`config.mk`:
```
export PLATFORM = sky130hd
export DESIGN_NAME = localbus_arbiter
export DESIGN_NICKNAME = d
export VERILOG_FILES = /design/src/rtl/localbus_arbiter.sv
export SDC_FILE = /design/constraint.sdc
export NUM_CORES = 1
export LEC_CHECK = 0
export ABC_AREA = 1
export ABC_CLOCK_PERIOD_IN_PS = 3070
export BUFFER_PORTS_ARGS = -buffer_cell sky130_fd_sc_hd__clkbuf_2
export CAP_MARGIN = 10
export CORE_AREA = 2 2 120 122
export CTS_CLUSTER_SIZE = 28
export DETAILED_ROUTE_END_ITERATION = 12
export DIE_AREA = 0 0 122 124
export MAX_ROUTING_LAYER = met4
export SETUP_SLACK_MARGIN = 0.1
export SLEW_MARGIN = 20
export SYNTH_ARGS = -nofsm -noshare
export SYNTH_HDL_FRONTEND = slang
export SYNTH_SLANG_ARGS = --single-unit
```
`constraint.sdc`:
```
create_clock -name clk -period 3.07 [get_ports clk]
set_input_delay 0.1535 -clock clk [delete_from_list [all_inputs] [get_ports clk]]
set_output_delay 0.1535 -clock clk [all_outputs]
set_load 0.005 [all_outputs]
```
`src/rtl/localbus_arbiter.sv`:
```
// Two-master arbiter in front of localbus: registered ownership FSM, locked bursts, tagged read-return pipeline.
// Optional starvation guard: define LBARB_STARVE_GUARD_EN to break locks after MAX_WAIT cycles of waiting.
module localbus_arbiter #(
  parameter int XLEN     = 32,
  parameter int RD_LAT   = 1,
  parameter int MAX_WAIT = 8
) (
  input  logic            clk,
  input  logic            rst,
  input  logic            m0_req,
  input  logic            m1_req,
  input  logic            m0_lock,
  input  logic            m1_lock,
  input  logic [XLEN-1:0] m0_addr,
  input  logic [XLEN-1:0] m1_addr,
  input  logic [XLEN-1:0] m0_wdata,
  input  logic [XLEN-1:0] m1_wdata,
  input  logic [3:0]      m0_we,
  input  logic [3:0]      m1_we,
  output logic            m0_gnt,
  output logic            m1_gnt,
  output logic            m0_rvalid,
  output logic            m1_rvalid,
  output logic [XLEN-1:0] m0_rdata,
  output logic [XLEN-1:0] m1_rdata,
  output logic [XLEN-1:0] bus_addr,
  output logic [XLEN-1:0] bus_qin,
  output logic [3:0]      bus_we,
  input  logic [XLEN-1:0] bus_qout
);

  if (RD_LAT < 0 || RD_LAT > 2 || MAX_WAIT < 4 || MAX_WAIT > 255) begin : g_bad_param
    $error("localbus_arbiter: RD_LAT must be 0..2 and MAX_WAIT 4..255");
  end

  typedef enum logic [1:0] {IDLE, OWN0, OWN1} owner_e;

  owner_e owner_q, owner_d;
  logic   rr_q, rr_d;
  logic   starve;
  logic   rd_push, rd_id;
  logic   tag_vld, tag_id;

  assign m0_gnt = (owner_q == OWN0) & m0_req;
  assign m1_gnt = (owner_q == OWN1) & m1_req;

  always_comb begin
    bus_addr = '0;
    bus_qin  = '0;
    bus_we   = '0;
    if (m0_gnt) begin
      bus_addr = m0_addr;
      bus_qin  = m0_wdata;
      bus_we   = m0_we;
    end else if (m1_gnt) begin
      bus_addr = m1_addr;
      bus_qin  = m1_wdata;
      bus_we   = m1_we;
    end
  end

  // An owner keeps the bus while it requests unless the other master waits and it is unlocked (or starving).
  always_comb begin
    owner_d = owner_q;
    rr_d    = rr_q;
    unique case (owner_q)
      IDLE: begin
        if (m0_req && m1_req) owner_d = rr_q ? OWN1 : OWN0;
        else if (m0_req)      owner_d = OWN0;
        else if (m1_req)      owner_d = OWN1;
      end
      OWN0: begin
        if (!m0_req)                           owner_d = m1_req ? OWN1 : IDLE;
        else if (m1_req && (!m0_lock || starve)) owner_d = OWN1;
      end
      OWN1: begin
        if (!m1_req)                           owner_d = m0_req ? OWN0 : IDLE;
        else if (m0_req && (!m1_lock || starve)) owner_d = OWN0;
      end
      default: owner_d = IDLE;
    endcase
    if (m0_gnt)      rr_d = 1'b1;
    else if (m1_gnt) rr_d = 1'b0;
  end

  always_ff @(posedge clk or posedge rst) begin
    if (rst) begin
      owner_q <= IDLE;
      rr_q    <= 1'b0;
    end else begin
      owner_q <= owner_d;
      rr_q    <= rr_d;
    end
  end

`ifdef LBARB_STARVE_GUARD_EN
  logic [7:0] wait_q, wait_d;
  logic       waiting;

  assign waiting = ((owner_q == OWN0) & m1_req) | ((owner_q == OWN1) & m0_req);
  assign starve  = waiting && (wait_q >= 8'(MAX_WAIT - 1));

  // Counter restarts whenever ownership changes hands, so it always measures the current waiter.
  always_comb begin
    wait_d = 8'd0;
    if (waiting && (owner_d == owner_q))
      wait_d = (wait_q == 8'hFF) ? wait_q : wait_q + 8'd1;
  end

  always_ff @(posedge clk or posedge rst) begin
    if (rst) wait_q <= 8'd0;
    else     wait_q <= wait_d;
  end
`else
  assign starve = 1'b0;
`endif

  assign rd_push = (m0_gnt & (m0_we == 4'd0)) | (m1_gnt & (m1_we == 4'd0));
  assign rd_id   = m1_gnt;

  if (RD_LAT == 0) begin : g_tag_comb
    assign tag_vld = rd_push;
    assign tag_id  = rd_id;
  end else begin : g_tag_pipe
    logic [RD_LAT-1:0] vld_q, id_q;

    always_ff @(posedge clk or posedge rst) begin
      if (rst) begin
        vld_q <= '0;
        id_q  <= '0;
      end else begin
        vld_q[0] <= rd_push;
        id_q[0]  <= rd_id;
        for (int i = 1; i < RD_LAT; i++) begin
          vld_q[i] <= vld_q[i-1];
          id_q[i]  <= id_q[i-1];
        end
      end
    end

    assign tag_vld = vld_q[RD_LAT-1];
    assign tag_id  = id_q[RD_LAT-1];
  end

  assign m0_rvalid = tag_vld & ~tag_id;
  assign m1_rvalid = tag_vld & tag_id;
  assign m0_rdata  = m0_rvalid ? bus_qout : '0;
  assign m1_rdata  = m1_rvalid ? bus_qout : '0;

endmodule
```
==> impl_summary.log <==
INFO  metric run_status = finished clean
INFO  metric p_sw = 0.4804 mW
INFO  metric netlist.top_cell.by_area = sky130_fd_sc_hd__a22o_1
INFO  metric place.detailed.hpwl = 7789 microns
INFO  metric synthesis.nets = 414
INFO  metric irDropWorstVdd = 0.0002336 V
INFO  metric ctsLongestPathBuffers = 2
INFO  metric required = between 2 and 3 ns
INFO  metric io-pin-count = 310
INFO  metric grt.total_usage = 10.07%
INFO  metric transition_at_the_pin_with_the_smallest_max_transition_slack = ~0.94 ns
INFO  metric post-route-drc-count = 0
INFO  metric synthTopCellsByArea = sky130_fd_sc_hd__a22o_1 (39%), sky130_fd_sc_hd__nor2_1 (18%), sky130_fd_sc_hd__inv_1 (12%)
INFO  metric cpPeakStageDelay = 0.64 ns
INFO  metric seq_area = 125.1 sq um
INFO  metric synth.avg_cell_area = 6.058 sq um
INFO  metric final.min_clock_period = 2.239 ns
INFO  metric setup-tns-final = 0 ns
INFO  metric detail_route.vias_per_cell = a little under 4
INFO  metric filler_cell_count = ~1,600
INFO  metric postRouteAntennaNets = 0
INFO  metric post_synth_inst_count = 240
INFO  metric clkSinkCount = 5
INFO  metric rr_startpoint = owner_q[0]
INFO  metric synth-xor-area-share = 0%
INFO  metric clock-skew-final = 0.001025 ns
INFO  metric finalNetCount = 710
INFO  metric total_power = 1.148 mW
INFO  metric slowest_stage = sky130_fd_sc_hd__clkinv_2
INFO  metric antenna_found_initial = 5
INFO  metric post-synth-top-area-fraction = approximately 39%
INFO  metric detail_route.iter0.violations = 97
INFO  metric route.detailed.wl_per_inst = 12.38 microns
INFO  metric grt_first_pass_wirelength = between 10,000 and 15,000 microns
INFO  metric die_w = about 120 microns
INFO  metric pwr-share-clk = a little under a fifth
INFO  metric worstSetupPathType = flip-flop to output pin
INFO  metric min_from = m1_we[3]
INFO  metric holdPathStages = 4
INFO  metric maxSlewHeadroom = 37.09%
INFO  metric place.gp.congestion = just over 0.8
INFO  metric wirelength = approximately 8900 microns
INFO  metric place.detailed.instances = 710
INFO  metric min_to = g_tag_pipe.vld_q
INFO  metric max_freq = 0.4467 GHz
INFO  metric final_max_slew_viol_count = 0
INFO  metric clk_root_buffer_cell = sky130_fd_sc_hd__clkbuf_16
INFO  metric clk-insertion-delay-late = around 0.23 ns
INFO  metric timing.final.crit_share = 72.92%
INFO  metric maximum_number_of_pins_on_one_net_before_global_route_repair = 69
INFO  metric timing.critical_path.fanout_max = between 60 and 70
INFO  metric power_leakage = 2.161 nW
INFO  metric cts_tree = yes
INFO  metric rows = 43
INFO  metric startpoint_type_of_the_worst_setup_path = flip-flop
INFO  metric combinationalPowerShare = 71.7%
INFO  metric dieHeight = 124 microns
INFO  metric yosys_register_bits = 5
INFO  metric p_int = 0.6678 mW
INFO  metric htree_num_levels = 1
INFO  metric grt_setup_unrepaired = no
INFO  metric total_number_of_vias = 2,783
INFO  metric setup_viol = 0
INFO  metric post_layout_nonfiller_instances = 720
INFO  metric drive_above_1_share = 59.63%
INFO  metric largest_family_of_logic_cells_by_synthesized_area = compound AO/OA/AOI/OAI gates
INFO  metric ys.warnings.count = 0
INFO  metric synth-compound-area-share = about two fifths
INFO  metric fin_worst_hold_slack = ~0.28 ns
INFO  metric overall_die_area = 0.01513 sq mm
INFO  metric cp.arrival = 2.09 ns
INFO  metric layout.cells.most_common_list = sky130_fd_sc_hd__clkbuf_2 (309), sky130_fd_sc_hd__nor2_1 (69), sky130_fd_sc_hd__a22o_1 (64)
INFO  metric drv.max_cap_violation_count = 0
INFO  metric drt_pass1_iterations = 4
INFO  metric powerDensity = 362.1 mW/mm^2
INFO  metric initial_utilization = 10.60%
INFO  metric netlist-cell-type-count = 20
INFO  metric mostFrequentLayoutCell = sky130_fd_sc_hd__clkbuf_2
INFO  metric worst_r2r_endpoint = g_tag_pipe.id_q
INFO  metric post_synth_instance_area = around 0.0015 sq mm
INFO  metric io_buffer_count = 309
INFO  metric total_congestion_overflow = 0
INFO  metric cts.reportedPaths.clkPinSlew = 0.03 ns
INFO  metric finalHoldViolCount = 0
INFO  metric core = 0.01372 sq mm
INFO  metric timing.hold.worst.class = input pin to flip-flop
INFO  metric switching_share = roughly two fifths
INFO  metric multi_input_comb_area = 977.2 sq um
INFO  metric synth-adder-area-share = 0%
INFO  metric worst_slack = about 0.83 ns
INFO  metric dp_slack = 1.096 ns
INFO  metric critPathCaptureType = output pin
INFO  metric pwr-share-seq = 9.5%
INFO  metric synth-seq-area-share = 8.606%
INFO  metric synthesized_area_fraction_occupied_by_and_or_nand_nor_cells = 26.76%
INFO  metric grt_pass1_vias = 2,310
INFO  metric flow.area_growth_from_synthesis = 118.1%
INFO  metric setup.reg_to_reg.worst_slack = approximately 1.7 ns
INFO  metric worst-r2r-cell-count = 3
INFO  metric critical_path.cell_chain = nand3_2, clkinv_2, a22o_1, clkbuf_2
INFO  metric synth.area.mux_share = 0%
INFO  metric cts_made_buffers = 3
synth_stat cells, drive strengths merged:
| cell type | number |
|---|---|
| clkbuf | 6 |
| nor2 | 70 |
| nand3 | 6 |
| a21oi | 1 |
| buf | 14 |
| o21ai | 2 |
| a22o | 64 |
| nand4 | 3 |
| dfrtp | 5 |
| inv | 49 |
| o22ai | 2 |
| nand2 | 18 |
logic make-up after synthesis:
family / count (synthesis)
AO/OA/AOI/OAI: 69
flip-flops: 5
buffers and inverters: 69
AND/OR/NAND/NOR: 97
worst max path at each step:
stage / from / to / cells after the start
final: owner_q[0] / bus_qin[20] / 4
after global routing: owner_q[0] / bus_qin[27] / 4
after CTS: owner_q[1] / bus_addr[8] / 5
after detailed placement: owner_q[1] / bus_addr[17] / 5
after global placement: owner_q[1] / bus_addr[8] / 5
after floorplan: owner_q[0] / bus_addr[25] / 6
layout make-up:
cell class	instances	share of cell area (%)
sequential	5	3.946
inverter	49	5.919
tap	180	7.103
timing repair buffer	311	49.33
clock buffer	4	2.486
multi-input combinational	166	30.82
antenna	5	0.3946
critical path, delay by kind of cell, from the launching register on:
| family | cells | cell delay [ns] |
|---|---|---|
| simple gates | 1 | 0.17 |
| buf+inv | 2 | 0.76 |
| flops | 1 | 0.43 |
| compound gates | 1 | 0.44 |
power groups by stage:
stage	Clock (mW)	Combinational, mW	Sequential [mW]
2_1_floorplan	0	0.506	0.105
3_5_place_dp	0	0.824	0.109
3_3_place_gp	0	0.821	0.108
4_1_cts	0.218	0.830	0.109
5_1_grt	0.227	0.922	0.113
6_report	0.215	0.824	0.109
registers in the layout, indices dropped and copies added, names as in the netlist:
register          flops
rr_q                  1
owner_q               2
g_tag_pipe.vld_q      1
g_tag_pipe.id_q       1
per-layer routing:
layer	vias to the layer above	routed length, microns	GRT usage, %
li1	1397	-	-
met1	1196	3282	10.89
met2	188	4403	17.74
met3	2	1205	4.533
met4	0	22	0.8621
met5	-	0	-
metrics by stage:
step | utilization [%] | instance area, sq um
6_report | 23.11 | 3171
5_1_grt | 23.11 | 3171
4_1_cts | 23.01 | 3157
3_5_place_dp | 22.36 | 3068
3_3_place_gp | 22.36 | 3068
2_1_floorplan | - | 1454
what timing repair did:
item | in CTS | in global routing
buffers inserted | 0 | 0
hold buffers | 1 | 0
endpoints found under the hold margin | 5 | 0
gates resized for setup | 0 | 0
endpoints found under the setup margin | 0 | 0
No activity file was read; power rests on OpenSTA's default activity.
